--- src/rtl/ex_div.sv ---
// Iterative RV32M DIV/DIVU/REM/REMU unit for the EX stage.
// Restoring shift-subtract, one quotient bit per cycle, stalls the pipe via hold_req_o.
module ex_div #(
  parameter int unsigned XLEN = 32
) (
  input  logic            clk,
  input  logic            rst,
  input  logic            start_i,
  input  logic [2:0]      op_i,
  input  logic [XLEN-1:0] dividend_i,
  input  logic [XLEN-1:0] divisor_i,
  input  logic [4:0]      rd_addr_i,
  output logic [XLEN-1:0] result_o,
  output logic            ready_o,
  output logic [4:0]      rd_addr_o,
  output logic            busy_o,
  output logic            hold_req_o
);

  localparam int unsigned CNT_W = $clog2(XLEN);

  typedef enum logic [1:0] {
    S_IDLE  = 2'd0,
    S_START = 2'd1,
    S_CALC  = 2'd2,
    S_END   = 2'd3
  } state_t;

  state_t state_q, state_d;

  // op_q[0] = unsigned, op_q[1] = remainder; funct3[2] is always set for this unit
  logic [1:0]      op_q;
  logic [XLEN-1:0] dvnd_q;
  logic [XLEN-1:0] dvsr_q;
  logic [XLEN-1:0] quot_q;
  logic [XLEN-1:0] rem_q;
  logic [4:0]      rd_q;
  logic [CNT_W-1:0] cnt_q;
  logic            neg_q_q;
  logic            neg_r_q;

  logic            unused_op;
  logic            is_signed;
  logic            dvnd_neg;
  logic            dvsr_neg;
  logic [XLEN-1:0] dvnd_abs;
  logic [XLEN-1:0] dvsr_abs;
  logic            div_zero;
  logic            overflow;
  logic            special;
  logic [XLEN-1:0] sp_quot;
  logic [XLEN-1:0] sp_rem;
  logic [XLEN:0]   shifted;
  logic [XLEN:0]   trial;
  logic [XLEN-1:0] rem_nxt;
  logic [XLEN-1:0] quot_nxt;
  logic [XLEN-1:0] quot_fix;
  logic [XLEN-1:0] rem_fix;
  logic            last;

  assign unused_op = op_i[2];

  // Operand conditioning and special-case detection, evaluated in START
  always_comb begin
    is_signed = ~op_q[0];
    dvnd_neg  = is_signed & dvnd_q[XLEN-1];
    dvsr_neg  = is_signed & dvsr_q[XLEN-1];
    dvnd_abs  = dvnd_neg ? (~dvnd_q + XLEN'(1)) : dvnd_q;
    dvsr_abs  = dvsr_neg ? (~dvsr_q + XLEN'(1)) : dvsr_q;
    div_zero  = (dvsr_q == '0);
    overflow  = is_signed && (dvnd_q == {1'b1, {(XLEN-1){1'b0}}}) && (dvsr_q == '1);
    special   = div_zero | overflow;
    sp_quot   = div_zero ? '1 : {1'b1, {(XLEN-1){1'b0}}};
    sp_rem    = div_zero ? dvnd_q : '0;
  end

  // One restoring step; the shifted remainder needs XLEN+1 bits to compare against any divisor
  always_comb begin
    shifted  = {rem_q, quot_q[XLEN-1]};
    trial    = shifted - {1'b0, dvsr_q};
    if (!trial[XLEN]) begin
      rem_nxt  = trial[XLEN-1:0];
      quot_nxt = {quot_q[XLEN-2:0], 1'b1};
    end else begin
      rem_nxt  = shifted[XLEN-1:0];
      quot_nxt = {quot_q[XLEN-2:0], 1'b0};
    end
    quot_fix = neg_q_q ? (~quot_nxt + XLEN'(1)) : quot_nxt;
    rem_fix  = neg_r_q ? (~rem_nxt + XLEN'(1)) : rem_nxt;
    last     = (cnt_q == CNT_W'(XLEN - 1));
  end

  // Next-state logic
  always_comb begin
    state_d = state_q;
    unique case (state_q)
      S_IDLE:  if (start_i) state_d = S_START;
      S_START: state_d = special ? S_END : S_CALC;
      S_CALC:  if (last) state_d = S_END;
      S_END:   state_d = S_IDLE;
      default: state_d = S_IDLE;
    endcase
  end

  always_ff @(posedge clk) begin
    if (rst) state_q <= S_IDLE;
    else     state_q <= state_d;
  end

  // Datapath and registered outputs; result/rd are loaded on entry to END and then held
  always_ff @(posedge clk) begin
    if (rst) begin
      op_q      <= '0;
      dvnd_q    <= '0;
      dvsr_q    <= '0;
      quot_q    <= '0;
      rem_q     <= '0;
      rd_q      <= '0;
      cnt_q     <= '0;
      neg_q_q   <= 1'b0;
      neg_r_q   <= 1'b0;
      result_o  <= '0;
      ready_o   <= 1'b0;
      rd_addr_o <= '0;
      busy_o    <= 1'b0;
    end else begin
      ready_o <= 1'b0;
      busy_o  <= (state_d != S_IDLE);
      unique case (state_q)
        S_IDLE: begin
          if (start_i) begin
            op_q   <= op_i[1:0];
            dvnd_q <= dividend_i;
            dvsr_q <= divisor_i;
            rd_q   <= rd_addr_i;
          end
        end
        S_START: begin
          if (special) begin
            result_o  <= op_q[1] ? sp_rem : sp_quot;
            rd_addr_o <= rd_q;
            ready_o   <= 1'b1;
          end else begin
            dvsr_q  <= dvsr_abs;
            quot_q  <= dvnd_abs;
            rem_q   <= '0;
            cnt_q   <= '0;
            neg_q_q <= dvnd_neg ^ dvsr_neg;
            neg_r_q <= dvnd_neg;
          end
        end
        S_CALC: begin
          rem_q  <= rem_nxt;
          quot_q <= quot_nxt;
          cnt_q  <= cnt_q + CNT_W'(1);
          if (last) begin
            result_o  <= op_q[1] ? rem_fix : quot_fix;
            rd_addr_o <= rd_q;
            ready_o   <= 1'b1;
          end
        end
        default: ;
      endcase
    end
  end

  assign hold_req_o = ((state_q == S_IDLE) && start_i) ||
                      (state_q == S_START) || (state_q == S_CALC);

endmodule

--- config.mk ---
export PLATFORM = sky130hd
export DESIGN_NAME = ex_div
export DESIGN_NICKNAME = d
export VERILOG_FILES = /design/src/rtl/ex_div.sv
export SDC_FILE = /design/constraint.sdc
export NUM_CORES = 1
export LEC_CHECK = 0
export ABC_AREA = 1
export BUFFER_PORTS_ARGS = -buffer_cell sky130_fd_sc_hd__buf_2
export CORE_UTILIZATION = 56
export DETAILED_ROUTE_END_ITERATION = 10
export PLACE_DENSITY_LB_ADDON = 0.05
export SLEW_MARGIN = 20
export SYNTH_ARGS = -nofsm -noshare
export SYNTH_HDL_FRONTEND = slang
export SYNTH_SLANG_ARGS = --single-unit
--- constraint.sdc ---
create_clock -name clk -period 3.6 [get_ports clk]
set_input_delay 0.72 -clock clk [delete_from_list [all_inputs] [get_ports clk]]
set_output_delay 0.72 -clock clk [all_outputs]
set_load 0.02 [all_outputs]
==> reports/qor.csv <==
stage,metric,value,unit
critical_path,crit_buf_inv,4,
timing,timing.final.ws_setup,-0.205,ns
yosys,ys_seq_area_frac,0.252,
pwr,clock_power_share,0.155,
pwr,leakagePower,9.11,nW
die,die_w,163,um
critical_path,startpoint,quot_q[31]$_SDFFE_PP0P_,
cts,insertion_delay,0.46,ns
yosys,async_reset_ff_frac,0,
yosys,synth_compound_area_frac,0.172,
pwr,p_int,6.55,mW
yosys,synth_top_family_by_area,simple AND/OR/NAND/NOR gates,
place,place_ws,-0.366,ns
cts,clock-root-buffer,clkbuf_16,
critical_path,reg2reg_depth,31,
yosys,synth_xor_area_frac,0.0277,
critical_path,r2r_slack,-0.21,ns
run,maxCapViolations,0,
yosys,synth_top_flop_cell,dfxtp_1,
place,dpl_cell_area,16800,sq um
yosys,synthMuxAreaShare,0,
timing,tightest_slew,1.00,ns
yosys,synth_edf_count,0,
critical_path,critPathMaxStageDelay,0.37,ns
global_route,grt_overflow,0,
pwr,p_seq_frac,0.220,
die,fp.dieH,163,um
finish,drive_above_1_share,0.222,
finish,multi_input_area,9990,sq um
cts,cts_hold_buf,0,
global_route,grt_pass1_vias,15869,
route,drc_errors,0,
cts,cts_buffer_depth,2,
cts,cts_buffers,17,
pwr,p_sw,7.06,mW
die,start_util,0.574,
yosys,ys_top_cells_by_area,"dfxtp_1 (25%), nand2_1 (20%), inv_1 (7.3%)",
timing,hold_viol,0,
critical_path,crit_fanout,3,
yosys,syn-mean-instance-area,5.83,sq um
yosys,synth_simple_gate_area_frac,0.401,
pwr,combinationalPowerShare,0.625,
finish,n_antenna_cell,0,
place,portBuffers,113,
timing,fmax,263,MHz
pwr,swShare,0.519,
timing,period_share,1.06,
place,place_congestion,1.00,
route,vias_per_cell,5.71,
yosys,syn_nets,2611,
route,routedWlPerCell,17.3,um
critical_path,setup.worst_path.end,result_o[24]$_SDFFE_PP0P_,
finish,ff_latch_area,3670,sq um
route,dr_total_vias,17748,
route,first_pass_iters,6,
critical_path,path_depth,31,
die,num_rows,58,
route,drtIter0Drc,2150,
timing,relSlewSlack,0.333,
yosys,synth_cell_type_count,60,
cts,cts.sinks,183,
yosys,synth-adder-area-share,0.0375,
hold_path,min_path_type,reg2reg,
yosys,synthCells,2493,
route,final_antenna_net_count,0,
critical_path,cp.required,4.00,ns
yosys,synth_common_cells,"nand2_1 (788), inv_1 (283), nor2_1 (249)",
critical_path,end_kind,flip-flop,
finish,areaGrowthSynthToFinish,26.2,%
global_route,antenna_found_initial,0,
pwr,power,13.6,mW
finish,final_core_util,0.724,
critical_path,critPathMostFrequentCell,nand2_2,
timing,rsz0062_at_grt,true,
status,status,"complete, but fails checks",
finish,fillers,2189,
die,die-area,26600,sq um
cts,cts.reportedPaths.clkPinSlew,0.09,ns
cts,tritoncts,yes,
timing,min_period,3.81,ns
critical_path,arrival,4.20,ns
yosys,ys_warn_count,0,
global_route,grt_pass1_wl,82.1,mm
finish,fin_nets,2882,
timing,timing.hold.ws,0.475,ns
timing,fin_worst_skew,0.0196,ns
die,core,25300,sq um
yosys,yosysMostFrequentCell,nand2_1,
place,place_hpwl,39.7,mm
critical_path,r2r_start,quot_q[31]$_SDFFE_PP0P_,
critical_path,crit_type,reg2reg,
pwr,power_density,742,nW/um^2
global_route,grt_max_degree,84,
timing,maxSlewViolCount,0,
finish,final_area,18300,sq um
critical_path,r2r-end,result_o[24]$_SDFFE_PP0P_,
yosys,synth_top_area_share,0.252,
global_route,track_usage,0.396,
timing,finalSetupViolCount,8,
yosys,ys_ff_latch,183,
die,top_level_ports,115,
pwr,vdd_drop_max,0.000560,V
yosys,syn_area,14500,sq um
status,violations,setup timing,
route,drt_wl_total,53.7,mm
cts,htree_levels,4,
critical_path,crit_path_start_kind,flip-flop,
critical_path,slowest_stage,fa_2,
critical_path,cp_top_family,simple AND/OR/NAND/NOR gates,
yosys,synth_largest_area_cell,dfxtp_1,
## flip-flops by register name, indices dropped and copies added (netlist names)
name and count:
busy_o 1, cnt_q 5, dvnd_q 32, dvsr_q 32, neg_q_q 1, neg_r_q 1, op_q 2, quot_q 32
rd_addr_o 5, rd_q 5, ready_o 1, rem_q 32, result_o 32, state_q 2
## layer usage
metal  global-route usage  routed length [um]
met5                    0                   0
met4                0.136                1500
met3               0.0929                6010
met2                0.592               23000
met1                0.553               23200
## kinds of logic (layout without fill, tap and decap cells)
kind of cell / after synthesis / after routing
buf+inv: 397 / 680
fa+ha+maj: 43 / 43
compound gates: 457 / 457
xor+xnor: 46 / 46
flops: 183 / 183
simple gates: 1367 / 1368
## cell usage in the layout (no fill, tap or decap), types with 4 or more instances in the layout
cell / n
nor2_1: 234
nand2_2: 58
o21ai_1: 10
nand3_1: 179
xnor2_1: 9
buf_4: 231
nand2_1: 748
nor2_2: 17
nor4_1: 16
o21a_1: 4
clkbuf_16: 18
clkinv_8: 4
ha_1: 17
nand3b_1: 5
o31ai_1: 4
a21oi_2: 16
a21oi_1: 184
dfxtp_1: 174
inv_12: 6
inv_2: 30
inv_1: 255
nand3_2: 8
and2_1: 4
nand4_1: 25
ha_4: 25
or2_2: 11
buf_2: 113
dfxtp_2: 9
buf_12: 7
nand2_4: 9
nor3_1: 21
nor2_4: 13
o21ai_0: 155
o211ai_1: 9
xor2_1: 37
a31oi_1: 46
o21ai_2: 5
nor3_2: 5
## power groups by stage
stage          registers, mW  clock network (mW)  logic [mW]
2_1_floorplan           3.08                   0        4.76
4_1_cts                 2.94                2.10        7.82
6_report                3.00                2.11        8.51
3_3_place_gp            2.95                   0        7.46
5_1_grt                 3.04                2.18        9.26
3_5_place_dp            2.97                   0        7.59
## worst min-delay path by stage
| stage | cells past startpoint | endpoint | start | slack, ns |
|---|---|---|---|---|
| floorplan | 2 | cnt_q[4]$_SDFFE_PP0P_ | cnt_q[4]$_SDFFE_PP0P_ | 0.45 |
| global placement | 2 | result_o[13]$_SDFFE_PP0P_ | result_o[13]$_SDFFE_PP0P_ | 0.45 |
| detailed placement | 2 | result_o[6]$_SDFFE_PP0P_ | result_o[6]$_SDFFE_PP0P_ | 0.46 |
| CTS | 2 | result_o[6]$_SDFFE_PP0P_ | result_o[6]$_SDFFE_PP0P_ | 0.47 |
| global route | 2 | result_o[21]$_SDFFE_PP0P_ | result_o[21]$_SDFFE_PP0P_ | 0.50 |
| finish | 2 | result_o[2]$_SDFFE_PP0P_ | result_o[2]$_SDFFE_PP0P_ | 0.47 |
## through the flow
| stage | cells | TNS, ns |
|---|---|---|
| 2_1_floorplan | 2493 | -0.765 |
| 3_3_place_gp | 3051 | -1.38 |
| 3_5_place_dp | 3051 | -2.45 |
| 4_1_cts | 3087 | -0.0516 |
| 5_1_grt | 3107 | -4.26 |
| 6_report | 3107 | -1.11 |
## area by class of cell
type,count,share of cell area
clock buffers,17,0.0232
well taps,330,0.0225
multi-input cells,1914,0.545
repair buffers,356,0.137
clock inverters,15,0.0120
flip-flops and latches,183,0.200
inverters,292,0.0604
## worst min-delay path: stages (launching register included)
cell and delay, ns:
dfxtp_1 0.32, nand2_1 0.06, a21oi_1 0.06
## what timing repair did
action / in CTS / in global routing
buffers inserted: 4 / 19
resized for setup: 36 / 139
setup endpoints to repair: 17 / 111
gates cloned: 0 / 2
pin swaps: 19 / 52
Power figures use the tool's default switching activity.
